File: config.mk
export PLATFORM = sky130hd
export DESIGN_NAME = tempo_regressivo_bcd
export DESIGN_NICKNAME = d
export VERILOG_FILES = /design/src/rtl/tempo_regressivo_bcd_pkg.sv /design/src/rtl/tempo_regressivo_bcd_digito.sv /design/src/rtl/tempo_regressivo_bcd.sv
export SDC_FILE = /design/constraint.sdc
export NUM_CORES = 1
export LEC_CHECK = 0
export CAP_MARGIN = 30
export CORE_MARGIN = 2
export CORE_UTILIZATION = 45
export CTS_CLUSTER_DIAMETER = 30
export DETAILED_ROUTE_END_ITERATION = 10
export HOLD_SLACK_MARGIN = 0.02
export PLACE_DENSITY = 0.76
export SLEW_MARGIN = 25
export SYNTH_ARGS = -nofsm -noshare
export SYNTH_HDL_FRONTEND = slang
export SYNTH_SLANG_ARGS = --single-unit
File: constraint.sdc
create_clock -name clk -period 2.23 [get_ports clk]
set_input_delay 0.223 -clock clk [delete_from_list [all_inputs] [get_ports clk]]
set_output_delay 0.223 -clock clk [all_outputs]
set_load 0.05 [all_outputs]
File: src/rtl/tempo_regressivo_bcd_pkg.sv
// tempo_regressivo_bcd_pkg: shared FSM encoding and BCD limits for the countdown timer
package tempo_regressivo_bcd_pkg;
    typedef enum logic [1:0] {
        IDLE  = 2'd0,
        RUN   = 2'd1,
        PAUSE = 2'd2,
        DONE  = 2'd3
    } state_e;
    localparam logic [3:0] BCD_MAX          = 4'd9;
    localparam logic [3:0] SEC_TENS_MAX_DEF = 4'd5;
endpackage

File: src/rtl/tempo_regressivo_bcd_digito.sv
// digito_bcd_dec: one BCD digit with clear, shift-load and borrow-chained decrement
module digito_bcd_dec
    import tempo_regressivo_bcd_pkg::*;
#(
    parameter logic [3:0] MAX = BCD_MAX
) (
    input  logic       clk,
    input  logic       clearn,
    input  logic       dec_i,
    input  logic       bin_i,
    output logic       bout_o,
    input  logic       load_i,
    input  logic [3:0] d_i,
    input  logic       clr_i,
    output logic [3:0] q_o
);
    logic [3:0] q_q, q_d;
    assign bout_o = bin_i & (q_q == 4'd0);
    assign q_o    = q_q;
    always_comb
        q_d = clr_i ? 4'd0 :
              load_i ? d_i :
              (dec_i & bin_i) ? ((q_q == 4'd0) ? MAX : q_q - 4'd1) : q_q;
    always_ff @(posedge clk or negedge clearn)
        if (!clearn) q_q <= '0;
        else         q_q <= q_d;
endmodule

File: src/rtl/tempo_regressivo_bcd.sv
// tempo_regressivo_bcd: keypad-loaded MM:SS register counting down on each synced 1 Hz edge
module tempo_regressivo_bcd
    import tempo_regressivo_bcd_pkg::*;
#(
    parameter logic [3:0] SEC_TENS_MAX = SEC_TENS_MAX_DEF,
    parameter logic [3:0] UNIT_MAX     = BCD_MAX,
    parameter int         SYNC_STAGES  = 2
) (
    input  logic       clk,
    input  logic       clearn,
    input  logic [3:0] D,
    input  logic       loadn,
    input  logic       pgt_1Hz,
    input  logic       startn,
    input  logic       stopn,
    output logic [3:0] min_t,
    output logic [3:0] min_u,
    output logic [3:0] sec_t,
    output logic [3:0] sec_u,
    output logic       running,
    output logic       zeron,
    output logic       done
);
    state_e                 state_q, state_d;
    logic [SYNC_STAGES-1:0] ld_sync_q, tk_sync_q;
    logic                   ld_prev_q, tk_prev_q, running_q, done_q, done_d;
    logic                   key_ev, key_ok, tick_ev, clr, load, dec, last_sec;
    logic                   b_su, b_st, b_mu, all_zero;

    assign key_ev   = ld_prev_q & ~ld_sync_q[SYNC_STAGES-1];
    assign tick_ev  = ~tk_prev_q & tk_sync_q[SYNC_STAGES-1];
    assign key_ok   = key_ev & (D <= BCD_MAX);
    assign last_sec = {min_t, min_u, sec_t, sec_u} == 16'h0001;
    assign running  = running_q;
    assign done     = done_q;
    assign zeron    = ~all_zero;

    always_ff @(posedge clk or negedge clearn)
        if (!clearn) begin
            ld_sync_q <= '1;
            tk_sync_q <= '0;
            ld_prev_q <= 1'b1;
            tk_prev_q <= 1'b0;
            state_q   <= IDLE;
            running_q <= 1'b0;
            done_q    <= 1'b0;
        end else begin
            ld_sync_q <= SYNC_STAGES'({ld_sync_q, loadn});
            tk_sync_q <= SYNC_STAGES'({tk_sync_q, pgt_1Hz});
            ld_prev_q <= ld_sync_q[SYNC_STAGES-1];
            tk_prev_q <= tk_sync_q[SYNC_STAGES-1];
            state_q   <= state_d;
            running_q <= state_d == RUN;
            done_q    <= done_d;
        end

    // Stop outranks start, and both outrank a key strobe in the same cycle.
    always_comb begin
        state_d = state_q;
        clr     = 1'b0;
        load    = 1'b0;
        dec     = 1'b0;
        done_d  = 1'b0;
        case (state_q)
            IDLE:
                if (!stopn) clr = 1'b1;
                else if (!startn && !all_zero) state_d = RUN;
                else load = key_ok;
            RUN:
                if (!stopn) state_d = PAUSE;
                else if (tick_ev) begin
                    dec = 1'b1;
                    if (last_sec) begin
                        state_d = DONE;
                        done_d  = 1'b1;
                    end
                end
            PAUSE:
                if (!stopn) begin
                    clr     = 1'b1;
                    state_d = IDLE;
                end else if (!startn && !all_zero) state_d = RUN;
                else load = key_ok;
            DONE:    state_d = IDLE;
            default: state_d = IDLE;
        endcase
    end

    digito_bcd_dec #(.MAX(UNIT_MAX)) u_sec_u (
        .clk(clk), .clearn(clearn), .dec_i(dec), .bin_i(1'b1), .bout_o(b_su),
        .load_i(load), .d_i(D), .clr_i(clr), .q_o(sec_u)
    );
    digito_bcd_dec #(.MAX(SEC_TENS_MAX)) u_sec_t (
        .clk(clk), .clearn(clearn), .dec_i(dec), .bin_i(b_su), .bout_o(b_st),
        .load_i(load), .d_i(sec_u), .clr_i(clr), .q_o(sec_t)
    );
    digito_bcd_dec #(.MAX(UNIT_MAX)) u_min_u (
        .clk(clk), .clearn(clearn), .dec_i(dec), .bin_i(b_st), .bout_o(b_mu),
        .load_i(load), .d_i(sec_t), .clr_i(clr), .q_o(min_u)
    );
    // The last borrow-out is high exactly when every digit is zero.
    digito_bcd_dec #(.MAX(UNIT_MAX)) u_min_t (
        .clk(clk), .clearn(clearn), .dec_i(dec), .bin_i(b_mu), .bout_o(all_zero),
        .load_i(load), .d_i(min_u), .clr_i(clr), .q_o(min_t)
    );
endmodule

# ---- Word-level counts from Yosys, hierarchy flattened
# Index checks and enable logic that the tools add are counted.
dict set report word_totals {
  register_bits 26
  word_cells 81
  inputBits 10
}
dict set report op_classes {
  n_eq_ne 5
  reduce_logical 13
  n_addsub 4
  muxes 35
  order_cmp 1
  bitwise_logic 12
}
# op count
set ops {}
lappend ops {{$mux W4} 16}
lappend ops {{$eq A16 B1 Y1 const B} 1}
lappend ops {{$logic_not A4 Y1} 4}
lappend ops {{$sub A4 B1 Y4 const B} 4}
lappend ops {{$mux W1} 12}
lappend ops {{$mux W2} 6}
lappend ops {{$reduce_bool A3 Y1} 4}
lappend ops {{$and A1 B1 Y1} 9}
lappend ops {{$pmux W2 S4} 1}
lappend ops {{$eq A2 B1 Y1 const B} 2}
lappend ops {{$eq A2 B2 Y1 const B} 2}
lappend ops {{$le A4 B4 Y1 const B} 1}
lappend ops {{$not A1 Y1} 3}
lappend ops {{$logic_not A1 Y1} 2}
lappend ops {{$logic_not A2 Y1} 1}
lappend ops {{$reduce_or A2 Y1} 1}
lappend ops {{$logic_and A1 B1 Y1} 1}

# ---- Depth between registers and ports, before layout
dict set report depth {
  word_depth 11
  mapped_depth 7
  ltp_nobuf 5
}

# ---- Cells and area by module
# From an unflattened synthesis, not the netlist that was laid out.
dict set report hier_totals {
  cells_unflattened 132
  hier_area_um2 1381.3
}
# mod cells_per_inst area_each_um2 instances seq_area_each_um2
set by_module_without_submodules {}
lappend by_module_without_submodules {{digito_bcd_dec at u_min_t ...} 25 245.2 3 100.1}
lappend by_module_without_submodules {tempo_regressivo_bcd 34 421.7 1 254.0}
lappend by_module_without_submodules {{digito_bcd_dec at u_sec_t} 23 224.0 1 100.1}

# ---- Worst setup path after synthesis
# No wires, ideal clock.
dict set report synth_path {
  kind {register to register}
  start {register u_sec_t.q_q[2] (netlist: u_sec_t.q_o[2])}
  end {register running_q (netlist: running)}
  required_ns 2.111
  stages_incl_launch_ff 7
  t_arrival_ns 1.892
  setup_slack_ns 0.219
  period_less_slack_ns 2.011
  cell_sequence {dfrtp_1 -> clkbuf_1 -> nor4_1 -> nand4_2 -> or3_1 -> o2bb2ai_1 -> and2_1}
}
dict set report synth_via {
  elab_chain_len 10
}
# element line_no
set synth_lines {}
lappend synth_lines {{start, declared} tempo_regressivo_bcd_digito.sv:17} ;# logic [3:0] q_q, q_d;
lappend synth_lines {{start signal, assigned} tempo_regressivo_bcd_digito.sv:26} ;# else q_q <= q_d;
lappend synth_lines {{$logic_not A4 Y1} tempo_regressivo_bcd_digito.sv:18} ;# assign bout_o = bin_i & (q_q == 4'd0);
lappend synth_lines {{$and A1 B1 Y1 (3 in series)} tempo_regressivo_bcd_digito.sv:18}
lappend synth_lines {{$logic_not A1 Y1} {tempo_regressivo_bcd.sv:67, tempo_regressivo_bcd.sv:82}}
lappend synth_lines {{$logic_and A1 B1 Y1} {tempo_regressivo_bcd.sv:67, tempo_regressivo_bcd.sv:82}}
lappend synth_lines {{$mux W2} {tempo_regressivo_bcd.sv:67, tempo_regressivo_bcd.sv:82}}
lappend synth_lines {{$mux W2, on equally long branches} {tempo_regressivo_bcd.sv:79, tempo_regressivo_bcd.sv:66}}
lappend synth_lines {{$pmux W2 S4 (*)} tempo_regressivo_bcd.sv:64} ;# case (state_q)
lappend synth_lines {{$eq A2 B1 Y1 (*)} tempo_regressivo_bcd.sv:53} ;# running_q <= state_d == RUN;
lappend synth_lines {{end signal, assigned} tempo_regressivo_bcd.sv:45} ;# running_q <= 1'b0;
lappend synth_lines {{end signal, assigned} tempo_regressivo_bcd.sv:53}
lappend synth_lines {{end, declared} tempo_regressivo_bcd.sv:26} ;# logic ld_prev_q, tk_prev_q, running_q, done_q, done_d;
# Mark *: on every way between the ends. The rest lies on a longest branch, timed or not.
# A chain may end at the register's enable or synchronous reset.

# ---- Final worst setup path
dict set report layout_path {
  start {register u_sec_u.q_q[3] (netlist: u_sec_u.q_o[3])}
  end {output port zeron}
}
dict set report layout_via {
  elab_chain_len 5
}
# element line_no
set layout_lines {}
lappend layout_lines {{start, declared} tempo_regressivo_bcd_digito.sv:17}
lappend layout_lines {{start signal, assigned} tempo_regressivo_bcd_digito.sv:26}
lappend layout_lines {{$logic_not A4 Y1} tempo_regressivo_bcd_digito.sv:18}
lappend layout_lines {{$and A1 B1 Y1 (3 in series)} tempo_regressivo_bcd_digito.sv:18}
lappend layout_lines {{$not A1 Y1} tempo_regressivo_bcd.sv:36} ;# assign zeron = ~all_zero;
lappend layout_lines {{end, declared} tempo_regressivo_bcd.sv:21} ;# output logic zeron,
# No other way between the ends.

==> results.cfg <==
[status]
status = finished clean

[timing]
fmax_mhz = 475
finClkSkew_ns = 0.0123
rsz0062_at_grt = no
fin_crit_ns = 2.10
finalWorstSetupSlack_ns = 0.125
max_slew_margin = 0.568
tightest_slew_ns = 0.645
slew_viol_final = 0
finalSetupViolations = 0
whs_ns = 0.239
setup_tns_ns = 0
hold_viol = 0
fin_crit_sh = 0.944

[placed_design]
dp.final_hpwl_mm = 2.52
numPortBuffers = 28
gp_congestion = 0.891
dp.cells = 212
pre_cts_ws_ns = 0.107

[critical_path]
worstPathArrival_ns = 1.88
required_ns = 2.01
criticalPathCategory = reg -> out
start_kind = flip-flop
path_buf_inv = 1
crit_path_max_incr_delay_ns = 0.49
crit_chain = nor4_4 > nand4_2 > nand2b_1 > buf_4
endpoint_kind = primary output
cp_slowest_cell = dfrtp_1
crit_family = simple AND/OR/NAND/NOR gates
critPathMaxFanout = 6

[yosys]
synth_area_um2 = 1430
synth_edf_count = 0
synth_nets = 150
async_flop_share = 1.00
synth_seq_cells = 26
yosysWarnings = 0
yosys_most_used_dff = dfrtp_1
ys_types = 50
synthCells = 140
synth.yosys.seq_area_share = 0.458
syn_avg_cell_area_um2 = 10.2

[finish]
num-fill-cells = 261
nets = 183
drive_above_1_share = 0.151
final_cell_mix = 27 x clkdlybuf4s50_1, 23 x dfrtp_1, 11 x nor2_1, 9 x a21oi_1
antenna_cells = 0
area_growth_pct = 25.8
final_common_cell = clkdlybuf4s50_1
stdcell_count = 216

[power_and_ir_drop]
finalPower_uw = 1890
p_leak_uw = 0.000714
powerDensity_nw_per_um2 = 1050
vdd_ir_drop_max_mv = 0.517

[clock_network]
root_buffer = clkbuf_4
clk_path_buf_depth = 2
cts_buffers = 3
cts_sinks = 26
cts_hold_buf = 0
path_clk_slew_ns = 0.14
cts_tree = yes
clkLatencyLatePin_ns = 0.32
cts_setup_buffers = 0
h-tree-depth = 1
cts_resized = 0

[detailed_routing]
wl_per_cell_um = 15.7
ant_nets = 0
drtIter0Drc = 30
post-route-drc-count = 0
avgViaCountPerCell = 5.71
vias = 1233
dr.pass1.iters = 4
routed_wl_mm = 3.39

[floorplanning]
initial_core_util = 0.472
core_um2 = 3030
die_w_um = 60.4
rows = 20
pin_count = 29
die_h_um = 60.4
die_area_um2 = 3650

[global_route]
grt-ovfl-total = 0
grt_pass1_vias = 1234
grt_usage = 0.213
grt_antenna_before_repair = 0
grt_first_pass_wirelength_mm = 5.95
grt_max_degree = 27

[min_path]
hp-class = in -> async

[job]
max_cap_viol_count = 0
==> layout make-up <==
type                            count  area (um2)  area share
Clock buffer                        4        26.3      0.0146
Inverter                            1        3.75     0.00209
Multi-Input combinational cell    106         729       0.405
Sequential cell                    26         654       0.364
Tap cell                           44        55.1      0.0306
Timing Repair Buffer               35         330       0.184
==> worst paths after layout <==
check,from,endpoint,slack (ns),depth (start not counted)
worst min-delay path,clearn,u_sec_t.q_o[0]$_DFFE_PN0P_,0.24,2
worst min register to register,ld_sync_q[0]$_DFF_PN1_,ld_sync_q[1]$_DFF_PN1_,0.37,0
min in group clk,loadn,ld_sync_q[0]$_DFF_PN1_,0.31,1
max in group asynchronous,clearn,ld_prev_q$_DFF_PN1_,1.69,2
worst max-delay path,u_sec_u.q_o[3]$_DFFE_PN0P_,zeron,0.13,4
worst max register to register,u_sec_u.q_o[3]$_DFFE_PN0P_,u_sec_t.q_o[1]$_DFFE_PN0P_,0.17,5
==> stage by stage <==
stage / area (um2) / util
after global placement: 1770 / 0.586
after CTS: 1800 / 0.594
final: 1800 / 0.594
after detailed placement: 1770 / 0.586
after floorplan: 1430 / -
after global routing: 1800 / 0.594
==> cell usage after synthesis, types with 2 or more instances <==
| cell type | count | area (um2) |
|---|---|---|
| nand4_2 | 2 | 25.0 |
| nor2b_1 | 4 | 25.0 |
| o221ai_1 | 2 | 17.5 |
| buf_6 | 2 | 22.5 |
| nand2_1 | 8 | 30.0 |
| nand2b_1 | 2 | 12.5 |
| nor3_1 | 8 | 40.0 |
| nor4_1 | 3 | 18.8 |
| o2bb2ai_1 | 3 | 26.3 |
| a21oi_1 | 9 | 45.0 |
| nand3_1 | 8 | 40.0 |
| o21ai_0 | 3 | 15.0 |
| clkbuf_1 | 3 | 11.3 |
| o21a_1 | 2 | 15.0 |
| nor2_1 | 11 | 41.3 |
| mux2i_1 | 3 | 30.0 |
| a211oi_1 | 4 | 30.0 |
| xnor2_1 | 3 | 26.3 |
| nand4_1 | 2 | 12.5 |
| o31ai_1 | 4 | 30.0 |
| dfstp_2 | 3 | 78.8 |
| dfrtp_1 | 23 | 576 |
==> sequential cells by signal, indices dropped and copies added, names as in the netlist <==
signal,cells
done,1
ld_prev_q,1
ld_sync_q,2
running,1
state_q,2
tk_prev_q,1
tk_sync_q,2
u_min_t.q_o,4
u_min_u.q_o,4
u_sec_t.q_o,4
u_sec_u.q_o,4
==> layer usage <==
layer	GRT usage	part of all wire
met3	0.0299	0.045
met1	0.316	0.47
met2	0.339	0.48
met5	0	0
met4	0.0413	0.0041
==> kinds of logic (layout without fill, tap and decap cells) <==
| kind of cell | count (synthesis) | after routing | share of synthesized area |
|---|---|---|---|
| and+or+nand+nor | 60 | 60 | 0.258 |
| buffers and inverters | 8 | 40 | 0.0324 |
| DFF | 26 | 26 | 0.458 |
| AOI/OAI and AO/OA | 38 | 38 | 0.199 |
| muxes | 4 | 4 | 0.0289 |
| xor gates and xnor gates | 4 | 4 | 0.0245 |
==> report_power, final <==
group,internal [uW],switching (uW),leakage (uW)
logic,373,659,0.000358
registers,544,113,0.000341
clock network,69.8,135,0.0000150
total,987,907,0.000714
(Power assumes the default switching activity.)
